`config.mk`:
```
export PLATFORM = sky130hd
export DESIGN_NAME = timing_sequencer_flat
export DESIGN_NICKNAME = d
export VERILOG_FILES = /design/src/rtl/timing_sequencer_if.sv /design/src/rtl/timing_sequencer.sv /design/src/flat_wrapper.sv
export SDC_FILE = /design/constraint.sdc
export NUM_CORES = 1
export LEC_CHECK = 0
export CORE_MARGIN = 10
export CORE_UTILIZATION = 30
export CTS_BUF_LIST = sky130_fd_sc_hd__clkbuf_8
export DETAILED_ROUTE_END_ITERATION = 12
export GPL_TIMING_DRIVEN = 0
export RECOVER_POWER = 50
export SYNTH_ARGS = -nofsm -noshare
export SYNTH_HDL_FRONTEND = slang
export SYNTH_SLANG_ARGS = --single-unit
```
`constraint.sdc`:
```
create_clock -name clk -period 1.6 [get_ports clk]
set_input_delay 0.48 -clock clk [delete_from_list [all_inputs] [get_ports clk]]
set_output_delay 0.48 -clock clk [all_outputs]
set_load 0.05 [all_outputs]
```
`src/rtl/timing_sequencer_if.sv`:
```
// Control/status bundle between the hardwired control unit and the
// timing-step sequencer. The control unit owns the master side.
interface timing_sequencer_if #(
  parameter int T_W   = 5,
  parameter int CNT_W = 16
);
  logic             start;
  logic             step_req;
  logic             halt_req;
  logic             stall;
  logic             clr;
  logic             irq;
  logic             ien;
  logic [T_W-1:0]   t;
  logic             boundary;
  logic             irq_ack;
  logic             running;
  logic             seq_err;
  logic [CNT_W-1:0] instr_cnt;

  modport master (
    output start, step_req, halt_req, stall, clr, irq, ien,
    input  t, boundary, irq_ack, running, seq_err, instr_cnt
  );

  modport slave (
    input  start, step_req, halt_req, stall, clr, irq, ien,
    output t, boundary, irq_ack, running, seq_err, instr_cnt
  );
endinterface

```
`src/rtl/timing_sequencer.sv`:
```
// Timing-step sequencer: produces the registered step code T for the 5-to-32
// step decoder, restarts it at instruction end, diverts into the interrupt
// micro-sequence at boundaries, and provides run/halt/single-step control.
module timing_sequencer #(
  parameter int T_W      = 5,
  parameter int MAX_STEP = 31,
  parameter int INT_BASE = 24,
  parameter int CNT_W    = 16
) (
  input logic             clk,
  input logic             rst_n,
  timing_sequencer_if.slave bus
);

  typedef enum logic [1:0] {IDLE, RUN, HALT, STEP} state_t;

  localparam logic [T_W-1:0] TMAX  = T_W'(MAX_STEP);
  localparam logic [T_W-1:0] TINT  = T_W'(INT_BASE);

  state_t           state_q, state_d;
  logic [T_W-1:0]   t_q, t_d;
  logic             bnd_q, bnd_d;
  logic             ack_q, ack_d;
  logic             err_q, err_d;
  logic [CNT_W-1:0] cnt_q, cnt_d;

  // State register: every visible output is a flop so the decoder never sees X.
  always_ff @(posedge clk or negedge rst_n) begin
    if (!rst_n) begin
      state_q <= IDLE;
      t_q     <= '0;
      bnd_q   <= 1'b0;
      ack_q   <= 1'b0;
      err_q   <= 1'b0;
      cnt_q   <= '0;
    end else begin
      state_q <= state_d;
      t_q     <= t_d;
      bnd_q   <= bnd_d;
      ack_q   <= ack_d;
      err_q   <= err_d;
      cnt_q   <= cnt_d;
    end
  end

  // Next-state: run/halt control plus step advance and boundary redirection.
  // Pulses default low so a stalled cycle never raises BOUNDARY/IRQ_ACK.
  always_comb begin
    state_d = state_q;
    t_d     = t_q;
    bnd_d   = 1'b0;
    ack_d   = 1'b0;
    err_d   = err_q;
    cnt_d   = cnt_q;
    case (state_q)
      IDLE, HALT: begin
        t_d = '0;
        if (bus.start) begin
          state_d = RUN;
          bnd_d   = 1'b1;
          err_d   = 1'b0;
        end else if (state_q == HALT && bus.step_req) begin
          state_d = STEP;
          bnd_d   = 1'b1;
        end
      end
      RUN, STEP: begin
        if (!bus.stall) begin
          if (bus.clr) begin
            cnt_d = cnt_q + CNT_W'(1);
            if (state_q == STEP || bus.halt_req) begin
              // halting wins over interrupts; a pending IRQ stays pending
              state_d = HALT;
              t_d     = '0;
            end else if (bus.irq && bus.ien) begin
              t_d   = TINT;
              ack_d = 1'b1;
            end else begin
              t_d   = '0;
              bnd_d = 1'b1;
            end
          end else if (t_q != TMAX) begin
            t_d = t_q + T_W'(1);
          end else begin
            // ran off the end of the step space without CLR
            t_d   = '0;
            err_d = 1'b1;
            bnd_d = 1'b1;
          end
        end
      end
      default: begin
        state_d = IDLE;
        t_d     = '0;
      end
    endcase
  end

  // Output decode from registered state.
  always_comb begin
    bus.t         = t_q;
    bus.boundary  = bnd_q;
    bus.irq_ack   = ack_q;
    bus.running   = (state_q == RUN) || (state_q == STEP);
    bus.seq_err   = err_q;
    bus.instr_cnt = cnt_q;
  end

endmodule

```
`src/flat_wrapper.sv`:
```
// flat-port wrapper written by rule: the top's interface ports become plain ports
module timing_sequencer_flat 
#(
  parameter int T_W      = 5,
  parameter int MAX_STEP = 31,
  parameter int INT_BASE = 24,
  parameter int CNT_W    = 16
)
  (clk, rst_n, bus_start, bus_step_req, bus_halt_req, bus_stall, bus_clr, bus_irq, bus_ien, bus_t, bus_boundary, bus_irq_ack, bus_running, bus_seq_err, bus_instr_cnt);
  timing_sequencer_if #(.T_W(T_W), .CNT_W(CNT_W)) bus_i ();
  input logic clk;
  input logic rst_n;
  input wire logic [$bits(bus_i.start)-1:0] bus_start;
  input wire logic [$bits(bus_i.step_req)-1:0] bus_step_req;
  input wire logic [$bits(bus_i.halt_req)-1:0] bus_halt_req;
  input wire logic [$bits(bus_i.stall)-1:0] bus_stall;
  input wire logic [$bits(bus_i.clr)-1:0] bus_clr;
  input wire logic [$bits(bus_i.irq)-1:0] bus_irq;
  input wire logic [$bits(bus_i.ien)-1:0] bus_ien;
  output wire logic [$bits(bus_i.t)-1:0] bus_t;
  output wire logic [$bits(bus_i.boundary)-1:0] bus_boundary;
  output wire logic [$bits(bus_i.irq_ack)-1:0] bus_irq_ack;
  output wire logic [$bits(bus_i.running)-1:0] bus_running;
  output wire logic [$bits(bus_i.seq_err)-1:0] bus_seq_err;
  output wire logic [$bits(bus_i.instr_cnt)-1:0] bus_instr_cnt;
  assign bus_i.start = bus_start;
  assign bus_i.step_req = bus_step_req;
  assign bus_i.halt_req = bus_halt_req;
  assign bus_i.stall = bus_stall;
  assign bus_i.clr = bus_clr;
  assign bus_i.irq = bus_irq;
  assign bus_i.ien = bus_ien;
  assign bus_t = bus_i.t;
  assign bus_boundary = bus_i.boundary;
  assign bus_irq_ack = bus_i.irq_ack;
  assign bus_running = bus_i.running;
  assign bus_seq_err = bus_i.seq_err;
  assign bus_instr_cnt = bus_i.instr_cnt;
  timing_sequencer #(.T_W(T_W), .MAX_STEP(MAX_STEP), .INT_BASE(INT_BASE), .CNT_W(CNT_W)) u_core (.clk(clk), .rst_n(rst_n), .bus(bus_i));
endmodule
```
# --- Word level (Yosys, flattened, before mapping) ---
# Index checks and enable logic that the tools add are counted.
# Widths: inputs -> output; s select.
classes:
  n_reduce_logical: 10
  mux: 30
  eq_ne: 11
  add_sub_neg: 2
  n_bitwise: 1
ops:
  columns: ["operator", "n"]
  rows:
  - ["$mux 5", 5]
  - ["$add 16x1->16 const B", 1]
  - ["$mux 1", 16]
  - ["$mux 2", 5]
  - ["$ne 2x2->1 const B", 5]
  - ["$pmux 5 s2", 1]
  - ["$reduce_and 4->1", 2]
  - ["$add 5x1->5 const B", 1]
  - ["$ne 5x5->1 const B", 1]
  - ["$eq 2x2->1 const B", 2]
  - ["$pmux 1 s2", 2]
  - ["$pmux 2 s2", 1]
  - ["$reduce_or 2->1", 2]
  - ["$ne 3x2->1 const B", 1]
  - ["$reduce_and 3->1", 1]
  - ["$eq 2x1->1 const B", 1]
  - ["$logic_and 1x1->1", 2]
  - ["$logic_not 2->1", 1]
  - ["$logic_or 1x1->1", 2]
  - ["$ne 2x1->1 const B", 1]
  - ["$not 1->1", 1]
word_totals:
  output_inout_bits: 25
  reg_bits: 26

# --- Longest topological paths before layout ---
# Gate-level depths: netlist of run 1.
depth:
  depth_word: 6
  depth_mapped: 6
  ltp_nobuf: 6

# --- Least setup slack after synthesis of run 1 ---
# Ideal clock, no wire load.
synth_path:
  path_type: "reg-to-reg"
  start: "register u_core.t_q[0], in the netlist u_core.bus.t[0]"
  end: "register u_core.err_q, in the netlist u_core.bus.seq_err"
  period_less_slack_ns: 2.072
  t_arrival_ns: 1.994
  path_slack_ns: -0.472
  setup_ns: 0.078
  required_ns: 1.522
  path_stages_with_launch: 7
  path_cell_list: "dfrtp_1 ha_1 and3_1 ha_1 or3b_2 a21oi_1 o21bai_1"
synth_between:
  elab_chain_cells: 3
synth_lines:
  columns: ["item", "line", "rtl"]
  rows:
  - ["start: declaration", "timing_sequencer.sv:21", "logic [T_W-1:0] t_q, t_d;"]
  - ["start signal: assignment", "timing_sequencer.sv:38", "t_q <= t_d;"]
  - ["$ne 5x5->1", "timing_sequencer.sv:82", "end else if (t_q != TMAX) begin"]
  - ["$ne 2x2->1 (no source line)", null, null]
  - ["$reduce_and 4->1 (no source line)", null, null]
  - ["end signal: assignment", "timing_sequencer.sv:41", "err_q <= err_d;"]
  - ["end: declaration", "timing_sequencer.sv:24", "logic err_q, err_d;"]
# No other way between the ends.
# A chain may end at the register's enable or synchronous reset.

# --- Final worst setup path of run 1 ---
layout_path:
  start: "register u_core.t_q[1], in the netlist u_core.bus.t[1]"
  end: "register u_core.bnd_q, in the netlist u_core.bus.boundary"
layout_between:
  elab_chain_cells: 5
layout_lines:
  columns: ["item", "line", "rtl"]
  rows:
  - ["$ne 5x5->1", "timing_sequencer.sv:82", null]
  - ["$mux 1", "timing_sequencer.sv:82", null]
  - ["$mux 1", "timing_sequencer.sv:69", "if (bus.clr) begin"]
  - ["$mux 1", "timing_sequencer.sv:68", "if (!bus.stall) begin"]
  - ["$pmux 1 s2", "timing_sequencer.sv:55", "case (state_q)"]
  - ["net u_core.bnd_d", "timing_sequencer.sv:22", "logic bnd_q, bnd_d;"]
  - ["end signal: assignment", "timing_sequencer.sv:39", "bnd_q <= bnd_d;"]
  - ["end: declaration", "timing_sequencer.sv:22", null]
# The timed path passes the listed nets, and every way through them passes these cells.

==> metrics.md, run 1 <==
| Metric | Value |
|---|---|
| Nets@finish | ~180 |
| Fillcell total | between 300 and 400 |
| Multiplexer share of the synthesized area | 0 |
| RSZ-0062 raised after global routing | true |
| Initial core utilization | 0.3081 |
| Total congestion overflow | 0 |
| Required time of the critical path | ~1800 ps |
| Endpoint class of the critical path | flop |
| Startpoint Class | flop |
| Largest family of logic cells by synthesized area | simple AND/OR/NAND/NOR gates |
| Tot GR Track Use | 0.09364 |
| Library cells used by synthesis | 32 |
| Hold_ws | a little under 500 ps |
| Core Util, Final | 0.4498 |
| Die Ht | roughly 84 um |
| Failing checks | setup timing |
| Port Buffers | 33 |
| Share of cells above drive strength 1 | 0.3452 |
| Initial antenna violation count | 0 |
| Pin count of the biggest net entering global routing | 27 |
| Global-route wire length before repair | between 5000 and 6000 um |
| Worst setup path category | reg -> reg |
| Syn nets | 130 |
| Detailed Route WL | roughly 3300 um |
| 1st-iter DRT viols | just over 60 |
| Max Cap Violations | 0 |
| Status | complete, but fails checks |
| Average size of a mapped cell | 10.44 sq um |
| Fin Clk Skew | roughly 1.6 ps |
| CTS tree | done |
| Seq/Total Area, Yosys | 0.5279 |
| Total die area | approximately 7000 sq um |
| GPL Wtd Cong | a little over 0.8 |
| Post-Synth Simple-Gate Area | 0.2284 |
| Vias post-DR | 1071 |
| Final Cycle Share | 1.026 |
| Antenna cells | 0 |
| Switching Power | between 0.9 and 1 mW |
| Power Internal | between 1 and 1.5 mW |
| H-tree depth | 1 |
| Num rows | 23 |
| Reg power frac | 0.420 |
| Synth Area in Compound Gates | 0.07817 |
| Worst-path clk slew | about 90 ps |
| IO Pins | 34 |
| Post-Synth Adder-Cell Area | 0.03046 |
| Setup ws final | -41.80 ps |
| FF+latch count, synth | 26 |
| Pins Over Slew Limit | 0 |
| Worst-Margin Slew | roughly 1200 ps |
| Pre-Repair DR Iteration Count | 4 |
| Final hold viol count | 0 |
| Number of synthesis warnings | 0 |
| Die width | between 80 and 90 um |
| Sw Ratio | 0.4168 |
| Antenna viol nets, final | 0 |
| Place WS | -464.7 ps |
| Vias in the first global route | roughly 1200 |
| Core Box Area | approximately 4000 sq um |
| Worst slew margin | 0.2165 |
| Per-cell routed wire length | 15.35 um |
| Crit path time final | around 1600 ps |
| Clock root buffer | clkbuf_8 |
| Layout area overhead | 45.99% |
| Syn Inst Count | 118 |
| Clock power share | 0.191 |
| CTS Buf Count | 3 |
| Pleak | slightly below 0.8 nW |
| Clock latency on the worst-skew pair | around 260 ps |
| Peak supply drop | slightly above 0.0005 V |
| Critical path peak fanout | 5 |
| DR DRC count | 0 |
| Final Setup Violations | 5 |
| CP arrival | ~1900 ps |
| Vias per cell | 4.913 |
| Pwr Density | 1211 nW/um^2 |
| Area of the mapped netlist | ~1200 sq um |
| CTS max path bufs | 2 |
| Logic pwr share | 0.389 |
| FMAX | 609.1 MHz |
| Post-DP HPWL | between 2000 and 2500 um |
| XOR/XNOR Fraction of Synth Area | 0.1066 |
| Min-Delay Path Class | reg -> reg |
| Sink Count | 26 |
| Hold-fix buffers, CTS | 0 |
==> kinds of logic (layout without fill, tap and decap cells) <==
family | Yosys count | count (layout)
AND/OR/NAND/NOR | 51 | 51
flip-flops | 26 | 26
AO/OA/AOI/OAI | 16 | 16
XOR/XNOR | 15 | 15
buffers and inverters | 7 | 57
adder cells (fa/ha/maj) | 3 | 3
==> per-layer routing <==
| layer | part of all wire | global-route usage |
|---|---|---|
| met1 | 0.41 | 0.1067 |
| met2 | 0.50 | 0.1591 |
| met3 | 0.088 | 0.04004 |
| met4 | 0 | 0.01674 |
| met5 | 0 | 0 |
==> area by class of cell <==
class	instances	area, sq um	share of cell area
timing repair buffer	46	369.1	0.2051
buffer	3	25.02	0.01391
sequential	26	658.1	0.3658
clock buffer	4	55.05	0.03060
tap	50	62.56	0.03477
multi-input combinational	85	614.3	0.3414
inverter	4	15.01	0.008345
==> worst paths after layout <==
path | cells after the start | slack, ps | end | from
min in group asynchronous | 1 | 570 | u_core.bus.instr_cnt[14]$_DFFE_PN0P_ | rst_n
worst min-delay path | 1 | 490 | u_core.bus.instr_cnt[15]$_DFFE_PN0P_ | u_core.bus.instr_cnt[15]$_DFFE_PN0P_
worst min register to register | 1 | 490 | u_core.bus.instr_cnt[15]$_DFFE_PN0P_ | u_core.bus.instr_cnt[15]$_DFFE_PN0P_
worst max register to register | 6 | -40 | u_core.bus.boundary$_DFF_PN0_ | u_core.bus.t[1]$_DFFE_PN0N_
worst max-delay path | 6 | -40 | u_core.bus.boundary$_DFF_PN0_ | u_core.bus.t[1]$_DFFE_PN0N_
max in group asynchronous | 1 | 250 | u_core.state_q[0]$_DFFE_PN0P_ | rst_n
==> stage by stage <==
step	instances	cell area, sq um	power, mW	TNS (ps)
after detailed placement	201	1668	1.782	-19970
after CTS	212	1833	2.229	-94.99
after global placement	201	1668	1.758	-18820
after floorplan	118	1275	1.457	-303.7
final	218	1799	2.179	-122.8
after global routing	218	1799	2.324	-1077
==> Yosys cell counts, drive strengths merged <==
cell | instances | share of area
or3b | 1 | 0.0071
xnor2 | 14 | 0.099
buf | 1 | 0.0061
nand2 | 13 | 0.040
and3 | 2 | 0.010
nor2b | 1 | 0.0051
o21ai | 2 | 0.0081
a31oi | 1 | 0.0051
nand4bb | 1 | 0.0091
and4 | 1 | 0.0071
nor4 | 3 | 0.015
ha | 3 | 0.030
inv | 4 | 0.012
a21oi | 8 | 0.032
xor2 | 1 | 0.0071
dfrtp | 26 | 0.53
nand3 | 3 | 0.012
nor3b | 3 | 0.018
a211oi | 1 | 0.0061
o21bai | 2 | 0.012
nand4 | 7 | 0.036
nor3 | 3 | 0.016
nor4b | 1 | 0.0071
a311oi | 1 | 0.0071
nor2 | 9 | 0.027
nand4b | 1 | 0.0071
a31o | 1 | 0.0071
or2 | 1 | 0.0051
nand3b | 1 | 0.0061
clkbuf | 1 | 0.0030
dlygate4sd1 | 1 | 0.0071
==> what timing repair did <==
action | in CTS | in global routing
endpoints found under the setup margin | 70 | 24
buffers inserted | 7 | 6
resized for setup | 98 | 22
pin swaps | 2 | 4
==> registers in the layout, summed over array words and instances (netlist names) <==
name,count
u_core.bus.boundary,1
u_core.bus.seq_err,1
u_core.bus.t,5
u_core.state_q,2
u_core.bus.instr_cnt,16
u_core.bus.irq_ack,1
==> cell usage in the layout (no fill, tap or decap), drive strengths merged <==
cell / netlist / layout
nor2b: 1 / 1
a311oi: 1 / 1
a21oi: 8 / 8
dlygate4sd2: 0 / 3
nand4bb: 1 / 1
nor2: 9 / 9
a211oi: 1 / 1
o21ai: 2 / 2
clkbuf: 1 / 9
o21bai: 2 / 2
buf: 1 / 23
ha: 3 / 3
nand3b: 1 / 1
a31oi: 1 / 1
nor4: 3 / 3
xnor2: 14 / 14
nor3b: 3 / 3
nand4: 7 / 7
nand4b: 1 / 1
nand2: 13 / 13
or2: 1 / 1
clkdlybuf4s18: 0 / 3
nor3: 3 / 3
dfrtp: 26 / 26
clkdlybuf4s50: 0 / 5
inv: 4 / 4
clkdlybuf4s15: 0 / 10
and4: 1 / 1
xor2: 1 / 1
nand3: 3 / 3
or3b: 1 / 1
and3: 2 / 2
nor4b: 1 / 1
a31o: 1 / 1
==> power by group through the flow <==
stage          combinational [mW]  sequential (mW)  clock, mW
3_5_place_dp                0.848            0.934          0
3_3_place_gp                0.836            0.923          0
4_1_cts                     0.863            0.925      0.440
2_1_floorplan               0.222             1.23          0
6_report                    0.848            0.915      0.416
5_1_grt                     0.908            0.941      0.475
==> critical path: stages (launching register included) <==
cell and delay, ps:
dfrtp_2 420, ha_4 150, and3_4 190, ha_4 170, or3b_4 400, a21oi_2 140
a31o_2 120
(Power assumes the default switching activity.)
==> inputs of run 2 (changes only) <==
- clock period: 1.6 -> 1.65 ns (I/O delays scaled with it)
==> run 2 against run 1 <==
  * The flow now finishes without violations
  * Final cell count is 0.46% lower
  * Worst setup slack improved by 85 ps
  * First-iteration DRC count down 29%
  * Sequential cell count unchanged
  * Sequential power is 3.5% lower
  * Register-to-register slack improved by 80 ps
  * Worst hold slack lost 20 ps
  * Critical path type unchanged
==> metrics.md, run 2 (synthesis results as in run 1) <==
| Metric | Value |
|---|---|
| Critical path peak fanout | 6 |
| RSZ-0062 raised after global routing | true |
| Setup TNS | 0 ps |
| Clock root buffer | clkbuf_8 |
| Layout area overhead | 48.83% |
| Power Internal | between 1 and 1.5 mW |
| Area of the multi-input gates | a little over 600 sq um |
| Total congestion overflow | 0 |
| Sw Ratio | 0.4063 |
| Clock latency on the worst-skew pair | approximately 270 ps |
| Core Box Area | ~4000 sq um |
| CTS tree | done |
| Commonest non-fill, non-tap cell in the layout | dfrtp_1 |
| DR DRC count | 0 |
| Vias per cell | between 4 and 5 |
| Pleak | 0.7768 nW |
| RR Endpoint | u_core.bus.seq_err$_DFFE_PN0P_ |
| Final hold viol count | 0 |
| Placed instance area | about 1700 sq um |
| Max Cap Violations | 0 |
| Worst-path clk slew | 90 ps |
| Critical path cell sequence | ha_4, and3_4, ha_4, or3b_4, a21oi_2, o21bai_1 |
| Die Ht | between 80 and 90 um |
| Setup ws final | approximately 43 ps |
| Reg-to-reg slack, setup | between 40 and 50 ps |
| CP arrival | around 1800 ps |
| Clock power share | 0.238 |
| Vias post-DR | about 1100 |
| Per-cell routed wire length | between 10 and 15 um |
| Worst setup path category | reg -> reg |
| CP most frequent cell | ha_4 |
| Finished Layout Cells | 217 |
| Antenna viol nets, final | 0 |
| H-tree depth | 1 |
| Pins Over Slew Limit | 0 |
| Min-Delay Path Class | reg -> reg |
| Register-to-Register Path Depth | 6 |
| Seq. cell area | approximately 660 sq um |
| Pin count of the biggest net entering global routing | 27 |
| CTS Buf Count | 3 |
| Fillcell total | ~370 |
| Initial core utilization | 0.3081 |
| Global-route wire length before repair | roughly 5200 um |
| Vias in the first global route | ~1000 |
| GPL Wtd Cong | 0.7268 |
| Tot GR Track Use | 0.08669 |
| Reg power frac | 0.396 |
| Switching Power | 0.9060 mW |
| Worst-Margin Slew | between 1000 and 1500 ps |
| Die width | about 84 um |
| Final Cycle Share | 0.9740 |
| Endpoint class of the critical path | flop |
| Post-DP HPWL | between 2000 and 2500 um |
| Sink Count | 26 |
| Worst hold endpoint | u_core.bus.instr_cnt[15]$_DFFE_PN0P_ |
| Num rows | 23 |
| Pwr Density | roughly 1200 nW/um^2 |
| Pre-Repair DR Iteration Count | 2 |
| Commonest non-fill, non-tap cells in the layout | 22 x dfrtp_1, 14 x xnor2_1, 14 x clkdlybuf4s15_2 |
| CTS max path bufs | 2 |
| Number of flip-flops under the largest register name | 16 |
| Initial antenna violation count | 0 |
| Peak supply drop | ~0.00084 V |
| Critical-path top delay cell | dfrtp_2 |
| FMAX | just over 600 MHz |
| Status | completed |
| Share of cells above drive strength 1 | 0.3413 |
| Required time of the critical path | ~1900 ps |
| Hold path cells | 1 |
| Placed insts | 201 |
| Logic pwr share | 0.366 |
| Nets@finish | between 150 and 200 |
| Place WS | -443.0 ps |
| IO Pins | 34 |
| Post-route cell area | ~1800 sq um |
| Final Setup Violations | 0 |
| Antenna cells | 0 |
| CP max stage delay | just over 400 ps |
| Detailed Route WL | 3100 um |
| Worst slew margin | 0.2157 |
| 1st-iter DRT viols | between 40 and 50 |
| Startpoint Class | flop |
| Hold_sp | u_core.bus.instr_cnt[15]$_DFFE_PN0P_ |
| Worst r2r src | u_core.bus.t[0]$_DFFE_PN0N_ |
| Port Buffers | 33 |
| Total die area | 7072 sq um |
| Crit path time final | between 1500 and 2000 ps |
| Fin Clk Skew | 6.079 ps |
run 2: cell types whose count changed in the layout (fill, tap and decap cells not counted), sizes merged:
cell           delta
buf               -3
dlymetal6s2s      +1
clkdlybuf4s15     +5
clkdlybuf4s50     -2
dlygate4sd2       -1
clkdlybuf4s18     -3
dlygate4sd3       +2
bufinv            +1
clkbuf            -2
dlygate4sd1       +1
run 2: cell type report:
type / instances / share of cell area
buffer: 3 / 0.01296
tap: 50 / 0.03411
clock inverter: 1 / 0.01637
inverter: 4 / 0.008186
clock buffer: 3 / 0.02251
timing repair buffer: 45 / 0.2128
sequential: 26 / 0.3574
multi-input combinational: 85 / 0.3356
run 2: per-layer routing:
layer	vias to the layer above	track usage	routed length (um)
met3	2	0.04297	247
met4	0	0.009132	11
li1	520	-	-
met1	516	0.1027	1403
met2	28	0.1411	1437
met5	-	0	0
run 2: power groups by stage:
stage | clock [mW] | combinational, mW | sequential, mW
after detailed placement | 0 | 0.819 | 0.904
after global routing | 0.577 | 0.878 | 0.907
after floorplan | 0 | 0.216 | 1.19
after global placement | 0 | 0.810 | 0.897
final | 0.530 | 0.817 | 0.883
after CTS | 0.553 | 0.838 | 0.889
run 2: worst max path at each step:
stage / startpoint / to / slack [ps] / cells after the start
2_1_floorplan: u_core.bus.t[0]$_DFFE_PN0N_ / u_core.bus.seq_err$_DFFE_PN0P_ / -80 / 6
3_3_place_gp: bus_stall / u_core.bus.instr_cnt[14]$_DFFE_PN0P_ / -410 / 5
3_5_place_dp: rst_n / u_core.bus.t[1]$_DFFE_PN0N_ / -440 / 1
4_1_cts: u_core.bus.seq_err$_DFFE_PN0P_ / bus_seq_err / 4 / 1
5_1_grt: u_core.bus.t[0]$_DFFE_PN0N_ / u_core.bus.seq_err$_DFFE_PN0P_ / -50 / 6
6_report: u_core.bus.t[0]$_DFFE_PN0N_ / u_core.bus.seq_err$_DFFE_PN0P_ / 40 / 6
run 2: per-stage QoR:
step | power, mW | hold slack [ps] | util
floorplan | 1.407 | 199.4 | -
global placement | 1.707 | 462.9 | 0.4163
detailed placement | 1.723 | 470.5 | 0.4163
CTS | 2.280 | 489.2 | 0.4598
global route | 2.362 | 514.7 | 0.4586
finish | 2.230 | 473.2 | 0.4586
run 2: worst max-delay path, delay by kind of cell (launching register included):
family,cells,cell delay [ps]
AOI/OAI and AO/OA,2,230
and+or+nand+nor,2,590
DFF,1,410
adders and majority gates,2,300
run 2: timing repair:
action                     4_1_cts  5_1_grt
gates resized for setup         86       18
setup endpoints to repair       65       19
hold buffers                     0        0
pin swaps                        2        3
setup buffers                    7        5
==> inputs of run 3 (changes only) <==
- CTS_BUF_LIST: sky130_fd_sc_hd__clkbuf_8 -> not set
- GPL_TIMING_DRIVEN: 0 -> not set
==> run 3 against run 2 <==
  * Clock-buffer cell count unchanged
  * Final cell count increased by 0.92%
  * Die area unchanged
  * First-iteration DRC count increased by 57%
  * Clock power about the same
  * Non-clock buffer count increased by 2
  * Critical endpoint unchanged
  * Critical path depth unchanged
  * Global-route usage increased by 0.58 points
  * Highest routed layer unchanged
==> metrics.md, run 3 (synthesis results as in run 1) <==
| Metric | Value |
|---|---|
| Nets@finish | roughly 180 |
| Die Ht | roughly 84 um |
| Final Setup Violations | 0 |
| DR DRC count | 0 |
| Hold path cells | 1 |
| Hold_sp | u_core.bus.instr_cnt[15]$_DFFE_PN0P_ |
| Post-DP HPWL | 2485 um |
| Pin count of the biggest net entering global routing | 27 |
| Endpoint class of the critical path | flop |
| Vias in the first global route | ~1100 |
| Min-Delay Path Class | reg -> reg |
| Status | completed |
| Worst hold endpoint | u_core.bus.instr_cnt[15]$_DFFE_PN0P_ |
| Clock root buffer | clkbuf_8 |
| CTS tree | done |
| Final hold viol count | 0 |
| Die width | around 84 um |
| Pre-Repair DR Iteration Count | 4 |
| Initial antenna violation count | 0 |
| Antenna cells | 0 |
| Detailed Route WL | about 3200 um |
| Port Buffers | 33 |
| Power, Total | 2.509 mW |
| Clock latency on the worst-skew pair | ~270 ps |
| RSZ-0062 raised after global routing | true |
| Fillcell total | 359 |
| Worst-Margin Slew | roughly 660 ps |
| Antenna viol nets, final | 0 |
| Sink Count | 26 |
| Required time of the critical path | 1850 ps |
| Max Cap Violations | 0 |
| Pins Over Slew Limit | 0 |
| Pleak | between 0.8 and 0.9 nW |
| Setup TNS | 0 ps |
| Worst r2r src | u_core.bus.t[1]$_DFFE_PN0N_ |
| Setup crit start | u_core.bus.t[1]$_DFFE_PN0N_ |
| Vias per cell | 4.845 |
| Startpoint Class | flop |
| Worst-path clk slew | roughly 90 ps |
| Worst slew margin | 0.5575 |
| Share of cells above drive strength 1 | 0.3254 |
| Core Box Area | about 4000 sq um |
| GPL Wtd Cong | slightly below 0.8 |
| Post-route cell area | ~2000 sq um |
| Peak supply drop | ~0.00052 V |
| Commonest non-fill, non-tap cell in the layout | dfrtp_1 |
| CTS max path bufs | 2 |
| Register-to-Register Path Depth | 6 |
| Total die area | 7072 sq um |
| FMAX | 626.5 MHz |
| CP arrival | 1800 ps |
| Final Cycle Share | 0.9674 |
| Vias post-DR | between 1000 and 1500 |
| Pwr Density | between 1000 and 1500 nW/um^2 |
| Number of flip-flops under the largest register name | 16 |
| Reg-to-reg slack, setup | about 54 ps |
| Per-cell routed wire length | between 10 and 15 um |
| Commonest non-fill, non-tap cells in the layout | 23 x dfrtp_1, 22 x buf_12, 14 x xnor2_1 |
| Initial core utilization | 0.3081 |
| Num rows | 23 |
| H-tree depth | 1 |
| Fin Clk Skew | about 3.2 ps |
| Hold-fix buffers, CTS | 0 |
| CTS Buf Count | 3 |
| Crit path time final | between 1500 and 2000 ps |
| 1st-iter DRT viols | slightly below 70 |
| Global-route wire length before repair | roughly 5600 um |
| RR Endpoint | u_core.bus.seq_err$_DFFE_PN0P_ |
| IO Pins | 34 |
| Layout area overhead | 65.89% |
| Critical path peak fanout | 5 |
| Tot GR Track Use | 0.09249 |
| Worst setup path category | reg -> reg |
| Placed instance area | ~2000 sq um |
| Total congestion overflow | 0 |
| Core Util, Final | 0.5111 |
## run 3: cell count changes in the layout (fill, tap and decap cells not counted), sizes merged
cell,previous run,this run
buf,20,35
clkdlybuf4s15,15,0
clkbuf,7,10
dlygate4sd2,2,0
clkdlybuf4s25,0,1
clkdlybuf4s50,3,4
dlygate4sd1,1,0
## run 3: layout make-up
| type | instances | area [sq um] | share of cell area |
|---|---|---|---|
| clock buffers | 3 | 41.29 | 0.02020 |
| clock inverters | 1 | 30.03 | 0.01469 |
| inverters | 4 | 15.01 | 0.007344 |
| multi-input cells | 85 | 589.3 | 0.2882 |
| flip-flops and latches | 26 | 654.4 | 0.3201 |
| well taps | 50 | 62.56 | 0.03060 |
| repair buffers | 50 | 651.9 | 0.3188 |
## run 3: report_power, final
group          leakage [nW]  switching [mW]  internal, mW
clock                0.0357           0.204         0.324
sequential            0.336           0.161         0.742
combinational         0.503           0.569         0.508
total                 0.874           0.935          1.57
## run 3: layer usage
| layer | vias up | wire length, um | track usage |
|---|---|---|---|
| met3 | 4 | 280 | 0.04199 |
| met4 | 0 | 28 | 0.02740 |
| met2 | 31 | 1476 | 0.1404 |
| li1 | 515 | - | - |
| met1 | 511 | 1369 | 0.1134 |
| met5 | - | 0 | 0 |
## run 3: worst max path at each step
| stage | endpoint | cells past startpoint |
|---|---|---|
| 2_1_floorplan | u_core.bus.seq_err$_DFFE_PN0P_ | 6 |
| 3_3_place_gp | u_core.bus.instr_cnt[7]$_DFFE_PN0P_ | 5 |
| 3_5_place_dp | u_core.bus.instr_cnt[7]$_DFFE_PN0P_ | 5 |
| 4_1_cts | u_core.bus.instr_cnt[7]$_DFFE_PN0P_ | 5 |
| 5_1_grt | u_core.bus.seq_err$_DFFE_PN0P_ | 6 |
| 6_report | u_core.bus.seq_err$_DFFE_PN0P_ | 6 |
## run 3: repair_timing
item / 4_1_cts / 5_1_grt
resized for setup: 1 / 4
setup endpoints to repair: 4 / 14
setup buffers: 0 / 2
gates cloned: 0 / 0
pin swaps: 2 / 2
## run 3: critical path: stages, from the launching register on
cell and delay, ps:
dfrtp_2 400, ha_4 150, and3_4 200, ha_4 150
or3b_4 400, a21oi_1 120, o21bai_1 110
## run 3: through the flow
step                      hold WS, ps  worst slack [ps]  instances
after floorplan                 199.4            -76.47        118
after global placement          502.9            -291.7        213
after detailed placement        514.3            -360.2        213
after CTS                       528.2            0.7480        217
after global routing            502.4            -23.94        219
final                           480.4             53.75        219
